--- config.mk ---
export PLATFORM = sky130hd
export DESIGN_NAME = ddr3_user_port_arbiter_flat
export DESIGN_NICKNAME = d
export VERILOG_FILES = /design/src/rtl/ddr3_user_port_arbiter_if.sv /design/src/rtl/ddr3_user_port_arbiter.sv /design/src/flat_wrapper.sv
export SDC_FILE = /design/constraint.sdc
export NUM_CORES = 1
export LEC_CHECK = 0
export CAP_MARGIN = 20
export CELL_PAD_IN_SITES_DETAIL_PLACEMENT = 0
export CELL_PAD_IN_SITES_GLOBAL_PLACEMENT = 1
export CORE_MARGIN = 2
export CORE_UTILIZATION = 27
export DETAILED_ROUTE_END_ITERATION = 12
export PLACE_DENSITY = 0.82
export SYNTH_ARGS = -nofsm -noshare
export SYNTH_HDL_FRONTEND = slang
export SYNTH_SLANG_ARGS = --single-unit
export TNS_END_PERCENT = 50
--- constraint.sdc ---
create_clock -name clk -period 3.25 [get_ports clk]
set_input_delay 0.8125 -clock clk [delete_from_list [all_inputs] [get_ports clk]]
set_output_delay 0.8125 -clock clk [all_outputs]
set_load 0.01 [all_outputs]
--- src/rtl/ddr3_user_port_arbiter_if.sv ---
// Requester-side ports and the DDR3 controller user interface shared by the port arbiter.
// The arbiter connects through the slave modport; user logic and the controller use master.
interface ddr3_user_port_arbiter_if #(
  parameter int NUM_PORTS   = 2,
  parameter int ADDR_W      = 17,
  parameter int DQ_BITWIDTH = 16,
  parameter int STATE_W     = 5
);
  logic [NUM_PORTS-1:0]             p_req;
  logic [NUM_PORTS-1:0]             p_we;
  logic [NUM_PORTS*ADDR_W-1:0]      p_addr;
  logic [NUM_PORTS*DQ_BITWIDTH-1:0] p_wdata;
  logic [NUM_PORTS-1:0]             p_ack;
  logic [NUM_PORTS-1:0]             p_rvalid;
  logic [DQ_BITWIDTH-1:0]           p_rdata;
  logic                             write_enable;
  logic                             read_enable;
  logic [ADDR_W-1:0]                i_user_data_address;
  logic [DQ_BITWIDTH-1:0]           data_to_ram;
  logic [STATE_W-1:0]               main_state;
  logic [DQ_BITWIDTH-1:0]           data_from_ram;
  logic                             rd_data_valid;
  logic                             busy;
  logic                             rd_err;

  modport master (
    output p_req, p_we, p_addr, p_wdata, main_state, data_from_ram, rd_data_valid,
    input  p_ack, p_rvalid, p_rdata, write_enable, read_enable, i_user_data_address,
           data_to_ram, busy, rd_err
  );

  modport slave (
    input  p_req, p_we, p_addr, p_wdata, main_state, data_from_ram, rd_data_valid,
    output p_ack, p_rvalid, p_rdata, write_enable, read_enable, i_user_data_address,
           data_to_ram, busy, rd_err
  );
endinterface

--- src/rtl/ddr3_user_port_arbiter.sv ---
// Round-robin sharing of the DDR3 controller user port among NUM_PORTS requesters, with a
// per-grant beat cap and an in-order port-ID FIFO that steers read data back to its issuer.
module ddr3_user_port_arbiter #(
  parameter int NUM_PORTS        = 2,
  parameter int ADDR_W           = 17,
  parameter int DQ_BITWIDTH      = 16,
  parameter int STATE_W          = 5,
  parameter int STATE_WRITE_DATA = 8,
  parameter int STATE_READ_DATA  = 11,
  parameter int MAX_BURST        = 8,
  parameter int RD_FIFO_DEPTH    = 8
) (
  input logic                    clk,
  input logic                    resetn,
  ddr3_user_port_arbiter_if.slave bus
);
  localparam int PW = (NUM_PORTS > 1) ? $clog2(NUM_PORTS) : 1;
  localparam int BW = $clog2(MAX_BURST + 1);
  localparam int AW = $clog2(RD_FIFO_DEPTH);

  typedef enum logic {ST_ARB, ST_SERVE} state_t;

  state_t                 r_state, w_state_nxt;
  logic [PW-1:0]          r_owner, r_last_grant, w_pick;
  logic                   w_pick_valid;
  logic [BW-1:0]          r_beat_cnt;
  logic                   w_serving, w_release;
  logic                   w_owner_req, w_owner_we;
  logic [ADDR_W-1:0]      w_owner_addr;
  logic [DQ_BITWIDTH-1:0] w_owner_wdata;
  logic                   w_wr_en, w_rd_en, w_accept, w_push, w_pop;
  logic [NUM_PORTS-1:0]   w_ack, w_rvalid_nxt;
  logic [PW-1:0]          r_fifo_mem [RD_FIFO_DEPTH];
  logic [AW-1:0]          r_wr_ptr, r_rd_ptr;
  logic [AW:0]            r_fifo_cnt;
  logic                   w_fifo_full, w_fifo_empty;
  logic [NUM_PORTS-1:0]   r_rvalid;
  logic [DQ_BITWIDTH-1:0] r_rdata;
  logic                   r_rd_err;

  function automatic logic [PW-1:0] port_after(input logic [PW-1:0] base, input int k);
    return PW'((int'(base) + k) % NUM_PORTS);
  endfunction

  // Search starts just after the previous owner so every requester is reached within NUM_PORTS grants.
  always_comb begin
    // NOTE: every always_comb output gets a default first so no path can infer a latch.
    w_pick       = r_last_grant;
    w_pick_valid = 1'b0;
    for (int k = 1; k <= NUM_PORTS; k++) begin
      if (!w_pick_valid && bus.p_req[port_after(r_last_grant, k)]) begin
        w_pick       = port_after(r_last_grant, k);
        w_pick_valid = 1'b1;
      end
    end
  end

  always_comb begin
    w_owner_req   = 1'b0;
    w_owner_we    = 1'b0;
    w_owner_addr  = '0;
    w_owner_wdata = '0;
    for (int i = 0; i < NUM_PORTS; i++) begin
      if (r_owner == PW'(i)) begin
        w_owner_req   = bus.p_req[i];
        w_owner_we    = bus.p_we[i];
        w_owner_addr  = bus.p_addr[i*ADDR_W +: ADDR_W];
        w_owner_wdata = bus.p_wdata[i*DQ_BITWIDTH +: DQ_BITWIDTH];
      end
    end
  end

  assign w_fifo_full  = (r_fifo_cnt == (AW+1)'(RD_FIFO_DEPTH));
  assign w_fifo_empty = (r_fifo_cnt == '0);
  assign w_serving    = (r_state == ST_SERVE);
  assign w_wr_en      = w_serving & w_owner_req & w_owner_we;
  assign w_rd_en      = w_serving & w_owner_req & ~w_owner_we & ~w_fifo_full;
  assign w_push       = w_rd_en & (bus.main_state == STATE_W'(STATE_READ_DATA));
  assign w_accept     = (w_wr_en & (bus.main_state == STATE_W'(STATE_WRITE_DATA))) | w_push;
  assign w_release    = ~w_owner_req | (w_accept & (r_beat_cnt == BW'(MAX_BURST - 1)));
  // Pop is judged on pre-push occupancy: a strobe into an empty FIFO is an error even if a push lands.
  assign w_pop        = bus.rd_data_valid & ~w_fifo_empty;

  always_ff @(posedge clk or negedge resetn) begin
    if (!resetn) r_state <= ST_ARB;
    else         r_state <= w_state_nxt;
  end

  always_comb begin
    w_state_nxt = r_state;
    w_ack       = '0;
    case (r_state)
      ST_ARB:   if (w_pick_valid) w_state_nxt = ST_SERVE;
      ST_SERVE: if (w_release)    w_state_nxt = ST_ARB;
      default:  w_state_nxt = ST_ARB;
    endcase
    for (int i = 0; i < NUM_PORTS; i++) w_ack[i] = w_accept && (r_owner == PW'(i));
  end

  always_ff @(posedge clk or negedge resetn) begin
    if (!resetn) begin
      r_owner      <= '0;
      r_last_grant <= PW'(NUM_PORTS - 1);
      r_beat_cnt   <= '0;
    end else if (r_state == ST_ARB) begin
      if (w_pick_valid) r_owner <= w_pick;
    end else if (w_release) begin
      r_last_grant <= r_owner;
      r_beat_cnt   <= '0;
    end else if (w_accept) begin
      r_beat_cnt <= r_beat_cnt + BW'(1);
    end
  end

  // NOTE: FIFO storage is deliberately not reset; the pointers and count alone define valid entries.
  always_ff @(posedge clk) begin
    if (w_push) r_fifo_mem[r_wr_ptr] <= r_owner;
  end

  always_ff @(posedge clk or negedge resetn) begin
    if (!resetn) begin
      r_wr_ptr   <= '0;
      r_rd_ptr   <= '0;
      r_fifo_cnt <= '0;
    end else begin
      if (w_push) r_wr_ptr <= r_wr_ptr + AW'(1);
      if (w_pop)  r_rd_ptr <= r_rd_ptr + AW'(1);
      case ({w_push, w_pop})
        2'b10:   r_fifo_cnt <= r_fifo_cnt + (AW+1)'(1);
        2'b01:   r_fifo_cnt <= r_fifo_cnt - (AW+1)'(1);
        default: r_fifo_cnt <= r_fifo_cnt;
      endcase
    end
  end

  always_comb begin
    w_rvalid_nxt = '0;
    for (int i = 0; i < NUM_PORTS; i++) w_rvalid_nxt[i] = w_pop && (r_fifo_mem[r_rd_ptr] == PW'(i));
  end

  always_ff @(posedge clk or negedge resetn) begin
    if (!resetn) begin
      r_rvalid <= '0;
      r_rdata  <= '0;
      r_rd_err <= 1'b0;
    end else begin
      r_rvalid <= w_rvalid_nxt;
      if (w_pop) r_rdata <= bus.data_from_ram;
      if (bus.rd_data_valid && w_fifo_empty) r_rd_err <= 1'b1;
    end
  end

  assign bus.p_ack               = w_ack;
  assign bus.p_rvalid            = r_rvalid;
  assign bus.p_rdata             = r_rdata;
  assign bus.write_enable        = w_wr_en;
  assign bus.read_enable         = w_rd_en;
  assign bus.i_user_data_address = (w_wr_en | w_rd_en) ? w_owner_addr  : '0;
  assign bus.data_to_ram         = (w_wr_en | w_rd_en) ? w_owner_wdata : '0;
  assign bus.busy                = w_serving | ~w_fifo_empty;
  assign bus.rd_err              = r_rd_err;
endmodule

--- src/flat_wrapper.sv ---
// flat-port wrapper written by rule: the top's interface ports become plain ports
module ddr3_user_port_arbiter_flat 
#(
  parameter int NUM_PORTS        = 2,
  parameter int ADDR_W           = 17,
  parameter int DQ_BITWIDTH      = 16,
  parameter int STATE_W          = 5,
  parameter int STATE_WRITE_DATA = 8,
  parameter int STATE_READ_DATA  = 11,
  parameter int MAX_BURST        = 8,
  parameter int RD_FIFO_DEPTH    = 8
)
  (clk, resetn, bus_p_req, bus_p_we, bus_p_addr, bus_p_wdata, bus_main_state, bus_data_from_ram, bus_rd_data_valid, bus_p_ack, bus_p_rvalid, bus_p_rdata, bus_write_enable, bus_read_enable, bus_i_user_data_address, bus_data_to_ram, bus_busy, bus_rd_err);
  ddr3_user_port_arbiter_if #(.NUM_PORTS(NUM_PORTS), .ADDR_W(ADDR_W), .DQ_BITWIDTH(DQ_BITWIDTH), .STATE_W(STATE_W)) bus_i ();
  input logic clk;
  input logic resetn;
  input wire logic [$bits(bus_i.p_req)-1:0] bus_p_req;
  input wire logic [$bits(bus_i.p_we)-1:0] bus_p_we;
  input wire logic [$bits(bus_i.p_addr)-1:0] bus_p_addr;
  input wire logic [$bits(bus_i.p_wdata)-1:0] bus_p_wdata;
  input wire logic [$bits(bus_i.main_state)-1:0] bus_main_state;
  input wire logic [$bits(bus_i.data_from_ram)-1:0] bus_data_from_ram;
  input wire logic [$bits(bus_i.rd_data_valid)-1:0] bus_rd_data_valid;
  output wire logic [$bits(bus_i.p_ack)-1:0] bus_p_ack;
  output wire logic [$bits(bus_i.p_rvalid)-1:0] bus_p_rvalid;
  output wire logic [$bits(bus_i.p_rdata)-1:0] bus_p_rdata;
  output wire logic [$bits(bus_i.write_enable)-1:0] bus_write_enable;
  output wire logic [$bits(bus_i.read_enable)-1:0] bus_read_enable;
  output wire logic [$bits(bus_i.i_user_data_address)-1:0] bus_i_user_data_address;
  output wire logic [$bits(bus_i.data_to_ram)-1:0] bus_data_to_ram;
  output wire logic [$bits(bus_i.busy)-1:0] bus_busy;
  output wire logic [$bits(bus_i.rd_err)-1:0] bus_rd_err;
  assign bus_i.p_req = bus_p_req;
  assign bus_i.p_we = bus_p_we;
  assign bus_i.p_addr = bus_p_addr;
  assign bus_i.p_wdata = bus_p_wdata;
  assign bus_i.main_state = bus_main_state;
  assign bus_i.data_from_ram = bus_data_from_ram;
  assign bus_i.rd_data_valid = bus_rd_data_valid;
  assign bus_p_ack = bus_i.p_ack;
  assign bus_p_rvalid = bus_i.p_rvalid;
  assign bus_p_rdata = bus_i.p_rdata;
  assign bus_write_enable = bus_i.write_enable;
  assign bus_read_enable = bus_i.read_enable;
  assign bus_i_user_data_address = bus_i.i_user_data_address;
  assign bus_data_to_ram = bus_i.data_to_ram;
  assign bus_busy = bus_i.busy;
  assign bus_rd_err = bus_i.rd_err;
  ddr3_user_port_arbiter #(.NUM_PORTS(NUM_PORTS), .ADDR_W(ADDR_W), .DQ_BITWIDTH(DQ_BITWIDTH), .STATE_W(STATE_W), .STATE_WRITE_DATA(STATE_WRITE_DATA), .STATE_READ_DATA(STATE_READ_DATA), .MAX_BURST(MAX_BURST), .RD_FIFO_DEPTH(RD_FIFO_DEPTH)) u_core (.clk(clk), .resetn(resetn), .bus(bus_i));
endmodule
==> run_results.csv, run 1 <==
group,metric,value,unit
run_status,status,"finished clean",
layout,final_common_cell,"clkdlybuf4s50_1",
detailed_routing,antenna_left,0,
layout,stdcell_count,559,
synth,mappedNetlistNets,381,
place,hpwl,5.93,mm
cts,cts_sinks,44,
place,dp.cells,548,
worst_setup_path,crit_end,"bus_data_to_ram[4]",
timing,slew_violations,0,
synth,ys_ff_latch,44,
timing,rsz0062_at_grt,"no",
timing,setup_viol_count_final,0,
layout,final_nets,547,
worst_setup_path,slowest_stage,"or3b_4",
timing,finalHoldViolCount,0,
detailed_routing,drt-pass1-iter-count,6,
power_and_ir_drop,vdd_drop_max,230,uV
timing,slew_headroom,46.1,%
detailed_routing,drc,0,
cts,htree_levels,2,
place,place_congestion,0.764,
worst_setup_path,worstPathArrival,2350,ps
synth,ys_seq_area_share,44.8,%
die,die_w,101,um
layout,layout-drive-gt1-share,18.3,%
worst_setup_path,startpoint_type,"primary input",
timing,hold_ws,471,ps
die,rows,35,
worst_setup_path,crit_path_cell_trace,"dlygate4sd2_1, or3b_4, a221oi_4, nor2_4, buf_12, nor2_1, buf_2",
worst_setup_path,rr_endpoint,"u_core.r_fifo_cnt[2]",
global_routing,gr-usage-all-layers,15.5,%
cts,clk_latency,300,ps
die,pin_count,151,
die,die-area,0.0102,mm^2
global_routing,antenna_found_initial,0,
global_routing,grt_overflow,0,
synth,synth.avg_cell_area,9.08,um^2
place,portBuffers,150,
synth,synth.distinct_cells,43,
die,core,0.00920,mm^2
global_routing,grt_max_degree,40,
timing,tightest_slew,808,ps
detailed_routing,wirelength,7.69,mm
synth,syn_inst,281,
detailed_routing,drt_iter0_drc,58,
timing,fin_crit,3160,ps
worst_setup_path,end_kind,"output port",
job,maxCapViolations,0,
die,initial_core_util,27.8,%
synth,async_flop_share,81.8,%
cts,cts_tree,"built",
worst_setup_path,startpoint,"bus_p_we[0]",
layout,mostFrequentLayoutCells,"clkdlybuf4s50_1, nand2_1, nor2_1, mux2i_1, dfrtp_1",
synth,synth_edf_count,8,
detailed_routing,wl_per_cell,13.8,um
timing,fmax,317,MHz
cts,cts_buffer_depth,2,
global_routing,grt_first_pass_wirelength,12.7,mm
power_and_ir_drop,p_leak,2.01,nW
min_path,min_path_type,"reg -> reg",
synth,netlist_area,0.00255,mm^2
worst_setup_path,slowest_delay,400,ps
worst_setup_path,r2r-start,"u_core.r_owner",
synth,ys_warn_count,0,
timing,skew,6.52,ps
worst_setup_path,worst-setup-path-type,"in -> out",
layout,diodes,0,
cts,cts.hold.buffers_added,0,
detailed_routing,via_per_inst,4.66,
worst_setup_path,r2r_setup_slack,490,ps
cts,numCtsBuffers,5,
global_routing,grt_pass1_vias,2685,
timing,fin_crit_sh,97.2,%
power_and_ir_drop,p_per_area,636,mW/mm^2
layout,area_delta_synth_final,69.9,%
worst_setup_path,worst-path-max-fanout,17,
worst_setup_path,required,2440,ps
detailed_routing,route.vias.total,2607,
worst_setup_path,r2r_cells,12,
synth,synthFlopType,"dfrtp_1",
die,die_h,101,um
cts,clkSlewWorstSetupHoldPaths,80,ps
cts,root_buffer,"clkbuf_8",
-- cells in the mapped netlist (2+ instances only) --
cell type	n	area (um^2)
xor2_1	4	35.0
nor3_1	4	20.0
nand4_1	3	18.8
dfrtp_1	35	876
nor2b_1	3	18.8
nand3_1	4	20.0
nand2_1	69	259
edfxtp_1	8	240
inv_1	5	18.8
clkbuf_1	10	37.5
mux2i_1	35	350
xnor2_1	4	35.0
ha_1	6	75.1
nand3b_1	2	15.0
nor2_1	46	173
nand2b_1	5	31.3
and3_1	2	12.5
mux4_2	2	45.0
a31oi_1	3	18.8
a32o_1	2	20.0
a21oi_1	4	20.0
and2_1	2	12.5
buf_2	2	10.0
o211ai_1	2	15.0
-- metal layers --
metal	wire, um	part of all wire (%)	vias to the layer above	global-route usage, %
li1	-	-	1291	-
met1	3010	39	1170	18.2
met2	3750	49	131	26.6
met3	730	9.5	15	5.66
met4	200	2.6	0	4.68
met5	0	0	-	0
-- cells by family after synthesis --
logic type | Yosys count | share of synthesized area [%]
multiplexers | 38 | 15.9
adder cells (fa/ha/maj) | 6 | 2.94
AND/OR/NAND/NOR | 144 | 24.2
AO/OA/AOI/OAI | 22 | 6.57
flip-flops | 44 | 44.8
buffers and inverters | 19 | 2.89
XOR/XNOR | 8 | 2.74
-- where the power goes --
group,total [mW],switching [mW],internal (mW)
logic,1.46,0.705,0.757
clock network,0.426,0.195,0.232
registers,0.870,0.145,0.725
-- timing repair --
action / CTS / global route
pin swaps: 4 / 0
gates cloned: 2 / 0
setup buffers: 1 / 0
setup endpoints to repair: 38 / 32
gates resized for setup: 78 / 51
-- how the worst min path moves through the flow --
stage | startpoint | endpoint | slack, ps | cells past startpoint
floorplan | u_core.r_rd_ptr[2] | u_core.r_rd_ptr[2] | 470 | 1
detailed placement | u_core.bus.rd_err | u_core.bus.rd_err | 460 | 1
CTS | u_core.bus.rd_err | u_core.bus.rd_err | 470 | 1
finish | u_core.bus.rd_err | u_core.bus.rd_err | 470 | 1
global placement | u_core.bus.rd_err | u_core.bus.rd_err | 440 | 1
global route | u_core.bus.rd_err | u_core.bus.rd_err | 500 | 1
-- area by class of cell --
type	count	area, um^2
Timing Repair Buffer	172	1540
Sequential cell	44	1140
Inverter	6	22.5
Tap cell	111	139
Clock inverter	3	46.3
Fill cell	890	4860
Clock buffer	5	68.8
Multi-Input combinational cell	218	1380
-- metrics by stage --
stage | util (%) | setup WS [ps] | total power [mW] | TNS, ps | area [um^2]
after floorplan | - | 169 | 1.66 | 0 | 2550
after global placement | 46.7 | -494 | 2.34 | -17010 | 4300
after detailed placement | 46.7 | -501 | 2.36 | -17530 | 4300
after CTS | 48.6 | -20.0 | 2.83 | -20.0 | 4470
after global routing | 47.1 | 1.24 | 2.97 | 0 | 4340
final | 47.1 | 92.4 | 2.76 | 0 | 4340
-- worst max-delay path: cells and delay by family --
| kind | cells | cell delay, ps |
|---|---|---|
| buffers and inverters | 3 | 580 |
| AND/OR/NAND/NOR | 3 | 640 |
| AO/OA/AOI/OAI | 1 | 290 |
-- flip-flops by register name, summed over array words and instances, names as in the netlist --
name / cells
u_core.r_rd_ptr: 3
u_core.r_state: 1
u_core.bus.p_rdata: 16
u_core.r_wr_ptr: 3
u_core.bus.p_rvalid: 2
u_core.r_last_grant: 1
u_core.bus.rd_err: 1
u_core.r_owner: 1
u_core.r_beat_cnt: 4
u_core.r_fifo_cnt: 4
u_core.r_fifo_mem: 8
Note: power is estimated with default switching activity, not from simulation.
==> inputs of run 2 (changes only) <==
Settings changed: CORE_MARGIN 2 to not set, SLEW_MARGIN set to 20.
==> run_results.csv, run 2 (synthesized netlist as in run 1, its figures left out) <==
group,metric,value,unit
run_status,status,"finished clean",
timing,fmax,317,MHz
detailed_routing,drt-pass1-iter-count,4,
layout,register_area,0.00114,mm^2
worst_setup_path,worst-path-max-fanout,8,
cts,root_buffer,"clkbuf_8",
layout,area_delta_synth_final,73.1,%
cts,clkSlewWorstSetupHoldPaths,90,ps
timing,slew_headroom,61.0,%
power_and_ir_drop,total_power,2.79,mW
timing,tightest_slew,580,ps
worst_setup_path,worst-setup-path-type,"in -> out",
worst_setup_path,end_kind,"output port",
power_and_ir_drop,p_comb_share,54.4,%
cts,cts.hold.buffers_added,0,
timing,finalHoldViolCount,0,
global_routing,grt_max_degree,37,
cts,numCtsBuffers,5,
detailed_routing,drc,0,
power_and_ir_drop,p_leak,2.07,nW
power_and_ir_drop,p_switching,1.07,mW
layout,final_common_cell,"clkdlybuf4s50_1",
layout,mostFrequentLayoutCells,"clkdlybuf4s50_1, nand2_1, mux2i_1, dfrtp_1, buf_2",
die,die_h,99.2,um
worst_setup_path,startpoint_type,"primary input",
timing,fin_crit_sh,97.1,%
timing,rsz0062_at_grt,"no",
worst_setup_path,cp_top_family,"simple AND/OR/NAND/NOR gates",
power_and_ir_drop,switching_share,38.2,%
power_and_ir_drop,seq_power_share,31.3,%
die,core,0.00920,mm^2
layout,fillers,883,
cts,clk_latency,300,ps
worst_setup_path,worstPathArrival,2340,ps
layout,fin_area,0.00442,mm^2
die,die-area,0.00985,mm^2
power_and_ir_drop,p_clk_share,14.3,%
die,initial_core_util,27.8,%
place,place_congestion,0.823,
timing,hold_ws,470,ps
detailed_routing,antenna_left,0,
cts,cts_sinks,44,
place,placed_area,0.00433,mm^2
detailed_routing,via_per_inst,4.68,
power_and_ir_drop,cellInternalPower,1.72,mW
place,portBuffers,150,
global_routing,gr-usage-all-layers,16.1,%
global_routing,grt_overflow,0,
detailed_routing,drt_iter0_drc,64,
detailed_routing,wl_per_cell,13.7,um
timing,setup_viol_count_final,0,
layout,final_nets,552,
timing,slew_violations,0,
worst_setup_path,required,2440,ps
power_and_ir_drop,vdd_drop_max,313,uV
place,hpwl,5.93,mm
cts,htree_levels,2,
min_path,min_path_type,"reg -> reg",
cts,cts_tree,"built",
timing,skew,8.23,ps
detailed_routing,wirelength,7.75,mm
worst_setup_path,path_buf_inv,3,
layout,diodes,0,
die,rows,35,
die,die_w,99.2,um
power_and_ir_drop,p_per_area,631,mW/mm^2
global_routing,grt_pass1_vias,2742,
layout,layout-drive-gt1-share,20.5,%
detailed_routing,route.vias.total,2638,
layout,largest_register_ffs,16,
layout,multiInputGateArea,0.00140,mm^2
die,pin_count,151,
global_routing,grt_first_pass_wirelength,12.7,mm
cts,cts_buffer_depth,2,
worst_setup_path,slowest_stage,"or3b_4",
global_routing,antenna_found_initial,0,
job,maxCapViolations,0,
worst_setup_path,crit_path_cell_trace,"dlygate4sd2_1, or3b_4, a221oi_4, nor2_4, clkbuf_16, nor2_2, buf_2",
timing,fin_crit,3150,ps
timing,setup_tns,0,ps
worst_setup_path,slowest_delay,390,ps
## run 2: worst reg2reg max path: cells and delay by family (launching register included)
kind | cells | cell delay (ps)
buf+inv | 3 | 520
simple gates | 3 | 490
xor+xnor | 3 | 480
compound gates | 2 | 460
flops | 1 | 400
fa+ha+maj | 2 | 370
## run 2: repair_timing
| action | in CTS | in global routing |
|---|---|---|
| pin swaps | 3 | 3 |
| cloned | 3 | 0 |
| buffers inserted | 0 | 1 |
| setup endpoints to repair | 39 | 36 |
| resized for setup | 146 | 14 |
## run 2: per-layer routing
layer / share of wire [%] / vias up / GRT usage (%)
li1: - / 1296 / -
met1: 38 / 1207 / 17.3
met2: 50 / 122 / 30.3
met3: 9.4 / 13 / 5.41
met4: 1.8 / 0 / 3.96
met5: 0 / - / 0
## run 2: final timing paths
| path | from | end | slack (ps) | cells past startpoint |
|---|---|---|---|---|
| setup / recovery | bus_p_we[0] | bus_data_to_ram[7] | 100 | 7 |
| hold / removal | u_core.bus.rd_err | u_core.bus.rd_err | 470 | 1 |
| setup reg to reg | u_core.r_owner | u_core.r_fifo_cnt[2] | 430 | 13 |
| hold reg to reg | u_core.bus.rd_err | u_core.bus.rd_err | 470 | 1 |
| max in group asynchronous | resetn | u_core.r_last_grant | 1980 | 2 |
| min in group asynchronous | resetn | u_core.bus.rd_err | 930 | 2 |
## run 2: power by group through the flow
stage               logic, mW  registers [mW]  clock network [mW]
floorplan               0.782           0.875                   0
global placement         1.48           0.875                   0
detailed placement       1.49           0.880                   0
CTS                      1.51           0.872               0.409
global route             1.66           0.896               0.430
finish                   1.52           0.872               0.399
## run 2: area by class of cell
class                   instances  share of cell area [%]
well taps                     111                    3.14
clock inverters                 2                   0.368
flip-flops and latches         44                    25.9
clock buffers                   6                    2.12
multi-input cells             218                    31.6
repair buffers                177                    36.4
inverters                       6                   0.510
## run 2: through the flow
| step | std cells | setup slack [ps] | utilization [%] |
|---|---|---|---|
| finish | 564 | 95.3 | 48.1 |
| global route | 564 | 5.50 | 48.1 |
| detailed placement | 552 | -549 | 47.1 |
| floorplan | 281 | 169 | - |
| CTS | 563 | 21.5 | 47.6 |
| global placement | 552 | -531 | 47.1 |
